`src/rtl/urv_regfile_ctrl_if.sv`:
```
// -----------------------------------------------------------------------------
// urv_regfile_ctrl_if
//   Debug-host access channel into the register file controller.
//   The host holds req until it sees a one-cycle ack, then drops req.
//
//   req    host -> ctrl  request, held until ack
//   we     host -> ctrl  1 = write, 0 = read
//   addr   host -> ctrl  register index (x0..x31)
//   wdata  host -> ctrl  write data
//   ack    ctrl -> host  one-cycle completion pulse
//   rdata  ctrl -> host  read data, valid with ack and held afterwards
// -----------------------------------------------------------------------------
interface urv_regfile_ctrl_if;
  logic        req;
  logic        we;
  logic [4:0]  addr;
  logic [31:0] wdata;
  logic        ack;
  logic [31:0] rdata;

  modport master (output req, we, addr, wdata, input ack, rdata);
  modport slave  (input req, we, addr, wdata, output ack, rdata);
endinterface

```
`src/rtl/urv_regfile_ctrl.sv`:
```
// -----------------------------------------------------------------------------
// urv_regfile_ctrl
//   Sits in front of the dual-bank register file. After reset it writes
//   g_CLEAR_VALUE into x1..x31 (one per cycle), then passes the pipeline's
//   rs1 read and writeback straight through. A debug host can read or write
//   any register; while it does, decode is stalled and the pipeline's rs1
//   read is replayed before the stall is released.
//
//   clk_i, rst_i           clock, synchronous active-low reset
//   d_stall_i, rf_rs1_i    pipeline decode stall and rs1 read address
//   w_rd_*_i               pipeline writeback (address, data, strobe)
//   rs1_raw_i              raw q output of the rs1 bank
//   rf_rs1_o, rf_en1_o     read address / read enable to the banks
//   rf_rd_*_o              write port to the banks (never stores x0)
//   stall_o                registered stall to decode/fetch
//   init_done_o            high once the clear sequence has finished
//   dbg                    debug host channel (slave side)
// -----------------------------------------------------------------------------
module urv_regfile_ctrl #(
  parameter bit          g_CLEAR_ON_RESET = 1'b1,
  parameter logic [31:0] g_CLEAR_VALUE    = 32'h0
) (
  input  logic                 clk_i,
  input  logic                 rst_i,
  input  logic                 d_stall_i,
  input  logic [4:0]           rf_rs1_i,
  input  logic [4:0]           w_rd_i,
  input  logic [31:0]          w_rd_value_i,
  input  logic                 w_rd_store_i,
  input  logic [31:0]          rs1_raw_i,
  output logic [4:0]           rf_rs1_o,
  output logic                 rf_en1_o,
  output logic [4:0]           rf_rd_o,
  output logic [31:0]          rf_rd_value_o,
  output logic                 rf_rd_store_o,
  output logic                 stall_o,
  output logic                 init_done_o,
  urv_regfile_ctrl_if.slave    dbg
);

  typedef enum logic [2:0] {
    ST_CLEAR,
    ST_IDLE,
    ST_DBG_ISSUE,
    ST_DBG_RDATA,
    ST_DBG_ACK
  } state_t;

  state_t      state_q, state_d;
  logic [4:0]  cnt_q, cnt_d;
  logic        stall_q, stall_d;
  logic        init_done_q, init_done_d;
  logic [31:0] rdata_q, rdata_d;

  // NOTE: the register RAM itself has no reset; the CLEAR state is what gives
  // x1..x31 a defined value, so only this controller's own flops are reset.
  always_ff @(posedge clk_i) begin
    // NOTE: non-blocking assignments so every flop samples pre-edge values.
    if (!rst_i) begin
      state_q     <= g_CLEAR_ON_RESET ? ST_CLEAR : ST_IDLE;
      cnt_q       <= 5'd1;
      stall_q     <= g_CLEAR_ON_RESET;
      init_done_q <= !g_CLEAR_ON_RESET;
      rdata_q     <= '0;
    end else begin
      state_q     <= state_d;
      cnt_q       <= cnt_d;
      stall_q     <= stall_d;
      init_done_q <= init_done_d;
      rdata_q     <= rdata_d;
    end
  end

  always_comb begin
    // NOTE: every output and next-state gets a default first so no path
    // through the case statement can infer a latch.
    state_d       = state_q;
    cnt_d         = cnt_q;
    stall_d       = stall_q;
    init_done_d   = init_done_q;
    rdata_d       = rdata_q;
    rf_rs1_o      = rf_rs1_i;
    rf_en1_o      = !d_stall_i;
    rf_rd_o       = w_rd_i;
    rf_rd_value_o = w_rd_value_i;
    rf_rd_store_o = w_rd_store_i && (w_rd_i != 5'd0);
    dbg.ack       = 1'b0;

    unique case (state_q)
      ST_CLEAR: begin
        // Pipeline writebacks are dropped: the clear owns the write port.
        rf_rd_o       = cnt_q;
        rf_rd_value_o = g_CLEAR_VALUE;
        rf_rd_store_o = 1'b1;
        cnt_d         = 5'(cnt_q + 5'd1);
        if (cnt_q == 5'd31) begin
          state_d     = ST_IDLE;
          stall_d     = 1'b0;
          init_done_d = 1'b1;
        end
      end

      ST_IDLE: begin
        if (dbg.req) begin
          state_d = ST_DBG_ISSUE;
          stall_d = 1'b1;
        end
      end

      ST_DBG_ISSUE: begin
        // Writeback keeps the write port; the debug access waits for a free
        // cycle, which also keeps a debug read clear of read-during-write.
        if (!w_rd_store_i) begin
          if (dbg.we) begin
            rf_rd_o       = dbg.addr;
            rf_rd_value_o = dbg.wdata;
            rf_rd_store_o = (dbg.addr != 5'd0);
            state_d       = ST_DBG_ACK;
          end else begin
            rf_rs1_o = dbg.addr;
            rf_en1_o = 1'b1;
            state_d  = ST_DBG_RDATA;
          end
        end
      end

      ST_DBG_RDATA: begin
        // Bank q holds the debug read; keep it stable while it is captured.
        rdata_d  = rs1_raw_i;
        rf_en1_o = 1'b0;
        state_d  = ST_DBG_ACK;
      end

      ST_DBG_ACK: begin
        // Replay the pipeline's rs1 read so decode sees its own operand.
        dbg.ack  = 1'b1;
        rf_rs1_o = rf_rs1_i;
        rf_en1_o = 1'b1;
        stall_d  = 1'b0;
        state_d  = ST_IDLE;
      end

      default: begin
        state_d = ST_IDLE;
        stall_d = 1'b0;
      end
    endcase
  end

  assign stall_o     = stall_q;
  assign init_done_o = init_done_q;
  assign dbg.rdata   = rdata_q;

endmodule

```
`src/flat_wrapper.sv`:
```
// flat-port wrapper written by rule: the top's interface ports become plain ports
module urv_regfile_ctrl_flat 
#(
  parameter bit          g_CLEAR_ON_RESET = 1'b1,
  parameter logic [31:0] g_CLEAR_VALUE    = 32'h0
)
  (clk_i, rst_i, d_stall_i, rf_rs1_i, w_rd_i, w_rd_value_i, w_rd_store_i, rs1_raw_i, rf_rs1_o, rf_en1_o, rf_rd_o, rf_rd_value_o, rf_rd_store_o, stall_o, init_done_o, dbg_req, dbg_we, dbg_addr, dbg_wdata, dbg_ack, dbg_rdata);
  urv_regfile_ctrl_if dbg_i ();
  input  logic clk_i;
  input  logic rst_i;
  input  logic d_stall_i;
  input  logic [4:0] rf_rs1_i;
  input  logic [4:0] w_rd_i;
  input  logic [31:0] w_rd_value_i;
  input  logic w_rd_store_i;
  input  logic [31:0] rs1_raw_i;
  output logic [4:0] rf_rs1_o;
  output logic rf_en1_o;
  output logic [4:0] rf_rd_o;
  output logic [31:0] rf_rd_value_o;
  output logic rf_rd_store_o;
  output logic stall_o;
  output logic init_done_o;
  input wire logic [$bits(dbg_i.req)-1:0] dbg_req;
  input wire logic [$bits(dbg_i.we)-1:0] dbg_we;
  input wire logic [$bits(dbg_i.addr)-1:0] dbg_addr;
  input wire logic [$bits(dbg_i.wdata)-1:0] dbg_wdata;
  output wire logic [$bits(dbg_i.ack)-1:0] dbg_ack;
  output wire logic [$bits(dbg_i.rdata)-1:0] dbg_rdata;
  assign dbg_i.req = dbg_req;
  assign dbg_i.we = dbg_we;
  assign dbg_i.addr = dbg_addr;
  assign dbg_i.wdata = dbg_wdata;
  assign dbg_ack = dbg_i.ack;
  assign dbg_rdata = dbg_i.rdata;
  urv_regfile_ctrl #(.g_CLEAR_ON_RESET(g_CLEAR_ON_RESET), .g_CLEAR_VALUE(g_CLEAR_VALUE)) u_core (.clk_i(clk_i), .rst_i(rst_i), .d_stall_i(d_stall_i), .rf_rs1_i(rf_rs1_i), .w_rd_i(w_rd_i), .w_rd_value_i(w_rd_value_i), .w_rd_store_i(w_rd_store_i), .rs1_raw_i(rs1_raw_i), .rf_rs1_o(rf_rs1_o), .rf_en1_o(rf_en1_o), .rf_rd_o(rf_rd_o), .rf_rd_value_o(rf_rd_value_o), .rf_rd_store_o(rf_rd_store_o), .stall_o(stall_o), .init_done_o(init_done_o), .dbg(dbg_i));
endmodule
```
`config.mk`:
```
export PLATFORM = sky130hd
export DESIGN_NAME = urv_regfile_ctrl_flat
export DESIGN_NICKNAME = d
export VERILOG_FILES = /design/src/rtl/urv_regfile_ctrl_if.sv /design/src/rtl/urv_regfile_ctrl.sv /design/src/flat_wrapper.sv
export SDC_FILE = /design/constraint.sdc
export NUM_CORES = 1
export LEC_CHECK = 0
export CAP_MARGIN = 10
export CORE_ASPECT_RATIO = 1.5
export CORE_MARGIN = 2
export CORE_UTILIZATION = 32
export CTS_BUF_LIST = sky130_fd_sc_hd__clkbuf_4 sky130_fd_sc_hd__clkbuf_8
export CTS_CLUSTER_SIZE = 12
export DETAILED_ROUTE_END_ITERATION = 8
export GPL_TIMING_DRIVEN = 0
export PLACE_DENSITY = 0.81
export SLEW_MARGIN = 40
export SYNTH_ARGS = -nofsm -noshare
export SYNTH_HDL_FRONTEND = slang
export SYNTH_SLANG_ARGS = --single-unit
```
`constraint.sdc`:
```
create_clock -name clk_i -period 2.2 [get_ports clk_i]
set_clock_uncertainty 0.05 [all_clocks]
set_input_delay 0.55 -clock clk_i [delete_from_list [all_inputs] [get_ports clk_i]]
set_output_delay 0.55 -clock clk_i [all_outputs]
set_load 0.05 [all_outputs]
```
# Word-level counts from Yosys, hierarchy flattened
# Cells that the tools add are included.
# classes
n_addsub,1
n_eq_ne,8
muxes,24
n_bitwise,1
reduce_logical,9
# ops
cell,count
$mux W32,2
$pmux W32 S2,1
$mux W5,5
$mux W3,4
$pmux W3 S4,1
$pmux W5 S2,1
$reduce_bool A5 Y1,2
$mux W1,7
$eq A3 B2 Y1 const B,2
$pmux W1 S3,2
$reduce_and A3 Y1,2
$add A5 B1 Y5 const B,1
$eq A5 B5 Y1 const B,1
$ne A2 B2 Y1 const B,2
$eq A3 B1 Y1 const B,1
$eq A3 B3 Y1 const B,1
$logic_not A3 Y1,1
$ne A2 B1 Y1 const B,1
$pmux W1 S2,1
$reduce_and A2 Y1,1
$reduce_or A2 Y1,1
$logic_and A1 B1 Y1,1
$logic_not A1 Y1,1
$not A1 Y1,1
# word_totals
regBits,42
in_bits,117

# Depth between registers and ports, before layout
# Gate-level depths: netlist of the first run.
# logic_depth
ltp_word,5
depth_mapped,7
depth_no_buf,6

# Worst setup path after synthesis of the first run
# OpenSTA, ideal clock, no wires.
# synth_path
path_kind,reg-to-output
startpoint,register u_core.state_q[0]
endpoint,output port rf_rd_store_o
t_arrival_ns,1.939
setup_slack_ns,-0.339
path_stages_with_launch,8
path_buffers,4
path_cell_list,dfxtp_1 > buf_6 > or2_1 > clkbuf_1 > a21o_1 > buf_2 > buf_6 > o21ai_1
# synth_between
elab_chain_len,2
word_cells_on_any_way,3
classes_between,1 x eq/ne; 1 x mux; 1 x reduce/logical
# synth_rtl
element,line_no,source
"start, declared",urv_regfile_ctrl.sv:49,"state_t state_q, state_d;"
"start signal, assigned",urv_regfile_ctrl.sv:60,state_q <= g_CLEAR_ON_RESET ? ST_CLEAR : ST_IDLE;
"start signal, assigned",urv_regfile_ctrl.sv:66,state_q <= state_d;
$eq A3 B2 Y1 / $logic_not A3 Y1 (equally long branches),urv_regfile_ctrl.sv:89,unique case (state_q)
$pmux W1 S2 (*),urv_regfile_ctrl.sv:89,
"end, declared",flat_wrapper.sv:21,output logic rf_rd_store_o;
# Every way passes the cells marked *; elsewhere a longest branch is shown, timed or not.

# Worst setup path in the final report of the first run
# layout_path
startpoint,register u_core.state_q[2]
endpoint,output port rf_rd_value_o[3]
# layout_between
elab_chain_len,2
word_cells_on_any_way,3
classes_between,1 x eq/ne; 1 x mux; 1 x reduce/logical
# layout_rtl
element,line_no,source
$eq A3 B2 Y1 / $logic_not A3 Y1 (equally long branches),urv_regfile_ctrl.sv:89,
$pmux W32 S2 (*),urv_regfile_ctrl.sv:89,
"end, declared",flat_wrapper.sv:20,output logic [31:0] rf_rd_value_o;
# Marked as above.

==> impl_metrics.tcl, run 1 <==
set metrics [dict create \
    syn-cell-area_sq_um 2190 \
    worstSkewPairLatency_ps 290 \
    synth_fp_nets 381 \
    ir_worst_vdd_v 0.000449 \
    dp_hpwl_microns 7370 \
    fin_nets 600 \
    drtIter0Drc 77 \
    overflow 0 \
    post-route-period-util 1.07 \
    via_per_inst 5.22 \
    rows 36 \
    cp-end-kind "output pin" \
    cts_root_buf "clkbuf_8" \
    fin_util 0.784 \
    syn_inst 262 \
    yosysSeqAreaShare 0.384 \
    drive_gt1_frac 0.303 \
    chipWidth_microns 71.5 \
    yosys.area.top_type "dfxtp_1" \
    slew_viol_final 0 \
    detail_route.first_pass.iterations 4 \
    clkSlewWorstSetupHoldPaths_ps 80 \
    cts_tree "done" \
    fin_area_sq_um 5160 \
    synth.distinct_cells 36 \
    grt_pass1_wl_microns 14400 \
    critPathKind "reg2out" \
    hold_path_class "reg2reg" \
    dieHeight_microns 105 \
    placed_cell_area_sq_um 4280 \
    h-tree-depth 2 \
    p_leak_nw 2.11 \
    setup_ws_ps -148 \
    synth_edf_count 0 \
    max-slew-margin-rel 0.645 \
    area_growth_pct 136 \
    grt_max_degree 14 \
    synth_seq_cells 42 \
    violations "setup timing" \
    cts_buffers 5 \
    yosys_warnings 0 \
    setup-tns-final_ps -5320 \
    post_drt_wl_per_cell_microns 19.1 \
    pwr_density_cell_nw_per_um2 369 \
    drc 0 \
    vias 2919 \
    clockBufferDepth 2 \
    rrSetupSlack_ps 570 \
    outcome "finished, violations left" \
    antenna_found_initial 2 \
    synthArstFlopShare 0 \
    synth_ff_type "dfxtp_1" \
    synth_top_area_frac 0.384 \
    grt_usage 0.245 \
    avgSynthCellArea_sq_um 8.35 \
    path_max_fanout 5 \
    io-pin-count 196 \
    antenna_left 0 \
    worst_slew_pin_slew_ps 530 \
    critPathLaunchType "register" \
    grt_pass1_vias 2930 \
    drt-total-wl_microns 10700 \
    gp_congestion 0.803 \
    synth_area_leaders "dfxtp_1, a22o_1, nand2_1" \
    setup_viol 44 \
    maxCapViolations 0 \
    core_area_sq_um 6580 \
    worstPathRequired_ps 1600 \
    portBuffers 195 \
    arrival_ps 1750 \
    start_util 0.333 \
    min_period_ps 2350 \
    rsz0062_at_grt "yes" \
    clock_sink_count 42 \
    dieArea_sq_um 7530 \
    hold_violations 0 \
    fmax_mhz 426 \
]
registers in the layout, indices dropped and copies added, names as in the netlist:
signal	flops
u_core.cnt_q	5
u_core.dbg.rdata	32
u_core.state_q	3
u_core.stall_o	1
u_core.init_done_o	1
final timing paths:
check,from,to,depth (start not counted)
min,u_core.dbg.rdata[23]$_SDFFE_PN0P_,u_core.dbg.rdata[23]$_SDFFE_PN0P_,2
max reg2reg,u_core.state_q[2]$_SDFFE_PN0P_,u_core.dbg.rdata[29]$_SDFFE_PN0P_,7
min reg2reg,u_core.dbg.rdata[23]$_SDFFE_PN0P_,u_core.dbg.rdata[23]$_SDFFE_PN0P_,2
max,u_core.state_q[2]$_SDFFE_PN0P_,rf_rd_value_o[3],6
routing by layer:
metal | vias up | GRT usage | share of wire
met4 | 2 | 0.0970 | 0.041
li1 | 1378 | - | -
met1 | 1341 | 0.225 | 0.32
met5 | - | 0 | 0.0012
met2 | 168 | 0.463 | 0.54
met3 | 30 | 0.0966 | 0.098
Yosys cell counts (5+ instances only):
cell type	count
a21oi_1	36
a221o_1	5
a22o_1	36
buf_2	6
buf_6	7
clkbuf_1	9
dfxtp_1	42
mux2_2	5
nand2_1	69
nor2_1	6
kinds of logic (layout without fill, tap and decap cells):
kind of cell,after synthesis,in the layout,share of synthesized area
AND/OR/NAND/NOR,98,98,0.217
buffers and inverters,25,245,0.0704
XOR/XNOR,2,2,0.00801
multiplexers,6,6,0.0303
AO/OA/AOI/OAI,87,87,0.279
adder cells (fa/ha/maj),2,2,0.0114
other,0,1,0
flip-flops,42,42,0.384
placed cells by master (no fill, tap or decap), drive strengths merged, types with 2 or more instances in the layout:
cell type	count
clkdlybuf4s50	140
buf	80
nand2	69
dfxtp	42
a21oi	36
a22o	36
clkbuf	17
nor2	6
a221o	5
mux2	5
nand2b	4
o21ai	4
inv	3
nor3	3
and2	2
or4	2
nand3b	2
xnor2	2
a31oi	2
ha	2
bufinv	2
nor4b	2
and3	2
and3b	2
clkdlybuf4s15	2
timing repair:
action                     in CTS  in global routing
cloned                          2                  2
pin swaps                      20                 44
hold buffers                    0                  0
setup buffers                  12                  5
setup endpoints to repair      45                 44
gates resized for setup       403                 57
through the flow:
step	std cells	hold WS, ps	power (W)	setup slack, ps
2_1_floorplan	262	404	0.000887	23.3
3_3_place_gp	533	392	0.00114	-1350
3_5_place_dp	533	397	0.00115	-1360
4_1_cts	553	408	0.00191	-157
5_1_grt	559	427	0.00196	-203
6_report	559	405	0.00190	-148
area by class of cell:
| class | count | area, sq um |
|---|---|---|
| Clock inverter | 2 | 60.1 |
| Timing Repair Buffer | 216 | 2360 |
| Buffer | 18 | 148 |
| Clock buffer | 6 | 82.6 |
| Sequential cell | 42 | 850 |
| Tap cell | 76 | 95.1 |
| Inverter | 3 | 11.3 |
| Fill cell | 422 | 1420 |
| Multi-Input combinational cell | 195 | 1550 |
| Antenna cell | 1 | 2.50 |
power breakdown:
part           internal, W  total, W  switching (W)  leakage, nW
registers         0.000764  0.000772     0.00000733        0.341
logic             0.000235  0.000387       0.000152         1.70
clock network     0.000484  0.000745       0.000261       0.0714
total              0.00148   0.00190       0.000420         2.11
worst max-delay path: stages (launching register included):
cell and delay, ps:
dfxtp_2 340, nand2b_4 170, nor4b_4 320, buf_6 190
clkbuf_16 150, a22o_4 140, buf_8 140
Note: power is estimated with default switching activity, not from simulation.
==> run 2: changes to the inputs <==
--- a/config.mk
+++ b/config.mk
@@ -6,7 +6,7 @@
 export NUM_CORES = 1
 export LEC_CHECK = 0
 export CAP_MARGIN = 10
-export CORE_ASPECT_RATIO = 1.5
+export CORE_ASPECT_RATIO = 0.9
 export CORE_MARGIN = 2
 export CORE_UTILIZATION = 32
 export CTS_BUF_LIST = sky130_fd_sc_hd__clkbuf_4 sky130_fd_sc_hd__clkbuf_8
==> constraint.sdc (replaced) <==
create_clock -name clk_i -period 2.2 [get_ports clk_i]
set_clock_uncertainty 0.05 [all_clocks]
set_input_delay 0.44 -clock clk_i [delete_from_list [all_inputs] [get_ports clk_i]]
set_output_delay 0.44 -clock clk_i [all_outputs]
set_load 0.05 [all_outputs]
==> impl_metrics.tcl, run 2 (synthesized netlist as in run 1, its figures left out) <==
set metrics [dict create \
    maxCapViolations 0 \
    ir_worst_vdd_v 0.000258 \
    cts_tree "done" \
    crit_family "compound AO/OA/AOI/OAI gates" \
    dieHeight_microns 82.4 \
    gp_congestion 0.833 \
    slew_viol_final 0 \
    cts_buffers 5 \
    fin_nets 597 \
    area_growth_pct 114 \
    hp-start "u_core.dbg.rdata[18]$_SDFFE_PN0P_" \
    worst_slew_pin_slew_ps 531 \
    drtIter0Drc 129 \
    start_util 0.332 \
    max-slew-margin-rel 0.646 \
    grt_pass1_vias 2716 \
    grt_max_degree 14 \
    antenna_cells 0 \
    critPathLaunchType "register" \
    setup_viol 4 \
    rsz0062_at_grt "yes" \
    drive_gt1_frac 0.221 \
    clock_sink_count 42 \
    r2r_cells 6 \
    worstPathRequired_ps 1710 \
    critPathBufInv 2 \
    dp_hpwl_microns 7520 \
    worstSkewPairLatency_ps 290 \
    antenna_found_initial 1 \
    drc 0 \
    outcome "finished, violations left" \
    clkSlewWorstSetupHoldPaths_ps 70 \
    r2r-end "u_core.dbg.rdata[22]$_SDFFE_PN0P_" \
    hold_violations 0 \
    path_max_fanout 7 \
    dieArea_sq_um 7510 \
    critPathMaxStageDelay_ps 380 \
    post_drt_wl_per_cell_microns 17.4 \
    hold_path_class "reg2reg" \
    critPathKind "reg2out" \
    cts_root_buf "clkbuf_8" \
    detail_route.first_pass.iterations 5 \
    core_area_sq_um 6590 \
    setup_ws_ps -16.6 \
    cts_hold_buf 0 \
    final_cell_mix "clkdlybuf4s50_1, nand2_1, buf_6" \
    io-pin-count 196 \
    p_leak_nw 1.84 \
    post-route-period-util 1.01 \
    arrival_ps 1730 \
    worstPathCellList "or2_4 > a21o_4 > buf_6 > a22o_4 > buf_8" \
    fin_util 0.710 \
    h-tree-depth 2 \
    total_power_w 0.00164 \
    rrSetupSlack_ps 550 \
    cp-end-kind "output pin" \
    vias 2849 \
    grt_pass1_wl_microns 13900 \
    violations "setup timing" \
    largest_register_ffs 32 \
    setup-tns-final_ps -37.0 \
    chipWidth_microns 91.1 \
    via_per_inst 5.01 \
    rows 28 \
    r2r_start "u_core.state_q[1]$_SDFFE_PN0P_" \
    drt-total-wl_microns 9870 \
    min_path_cells 2 \
    fmax_mhz 451 \
    grt_usage 0.237 \
    antenna_left 0 \
    min_period_ps 2220 \
    pwr_density_cell_nw_per_um2 351 \
    hold_path_end "u_core.dbg.rdata[18]$_SDFFE_PN0P_" \
    overflow 0 \
    clockBufferDepth 2 \
    slowest_stage "dfxtp_4" \
    portBuffers 195 \
    final_common_cell "clkdlybuf4s50_1" \
]
-- run 2: changes by cell type in the layout (fill, tap and decap cells not counted), sizes merged, moves of 2 or more --
cell and delta:
buf -8, dlygate4sd2 +6, clkbuf -3, bufinv -2
clkinv +2
-- run 2: worst max path at each step --
stage                        end  cells after the start  slack [ps]                            from
2_1_floorplan      rf_rd_store_o                      7          30  u_core.state_q[0]$_SDFFE_PN0P_
6_report       rf_rd_value_o[17]                      5         -20  u_core.state_q[0]$_SDFFE_PN0P_
3_3_place_gp   rf_rd_value_o[17]                      5       -1150                          dbg_we
4_1_cts               rf_rd_o[2]                      5         -60  u_core.state_q[0]$_SDFFE_PN0P_
3_5_place_dp   rf_rd_value_o[17]                      5       -1200                    w_rd_store_i
5_1_grt        rf_rd_value_o[13]                      6         -70  u_core.state_q[2]$_SDFFE_PN0P_
-- run 2: repair_timing --
item	in CTS	in global routing
buffers inserted	13	1
pin swaps	8	13
gates cloned	1	2
gates resized for setup	341	30
setup endpoints to repair	45	45
-- run 2: stage by stage --
stage	std cells	hold slack, ps	cell area [sq um]	setup slack (ps)
2_1_floorplan	262	404	2190	28.3
3_3_place_gp	547	392	4260	-1150
3_5_place_dp	547	396	4260	-1200
4_1_cts	567	407	4550	-60.6
5_1_grt	569	433	4680	-67.1
6_report	569	405	4680	-16.6
-- run 2: where the power goes --
part	internal, W	leakage [nW]	switching [W]
clock network	0.000236	0.0486	0.000264
registers	0.000765	0.341	0.00000813
logic	0.000236	1.45	0.000136
-- run 2: layout make-up --
type                       instances  area, sq um
clock buffer                       6         76.3
buffer                            19          153
clock inverter                     2         13.8
multi-input combinational        196         1290
timing repair buffer             211         2170
fill                             506         1910
tap                               90          113
inverter                           3         11.3
sequential                        42          850
-- run 2: metal layers --
metal,vias to the layer above,track usage,share of wire
li1,1373,-,-
met1,1326,0.273,0.37
met2,129,0.421,0.51
met3,19,0.0835,0.090
met4,2,0.0727,0.023
met5,-,0,0.0013
-- run 2: worst min-delay path: stages (launching register included) --
cell     delay (ps)
dfxtp_1         310
nand2_1          50
a21oi_1          50
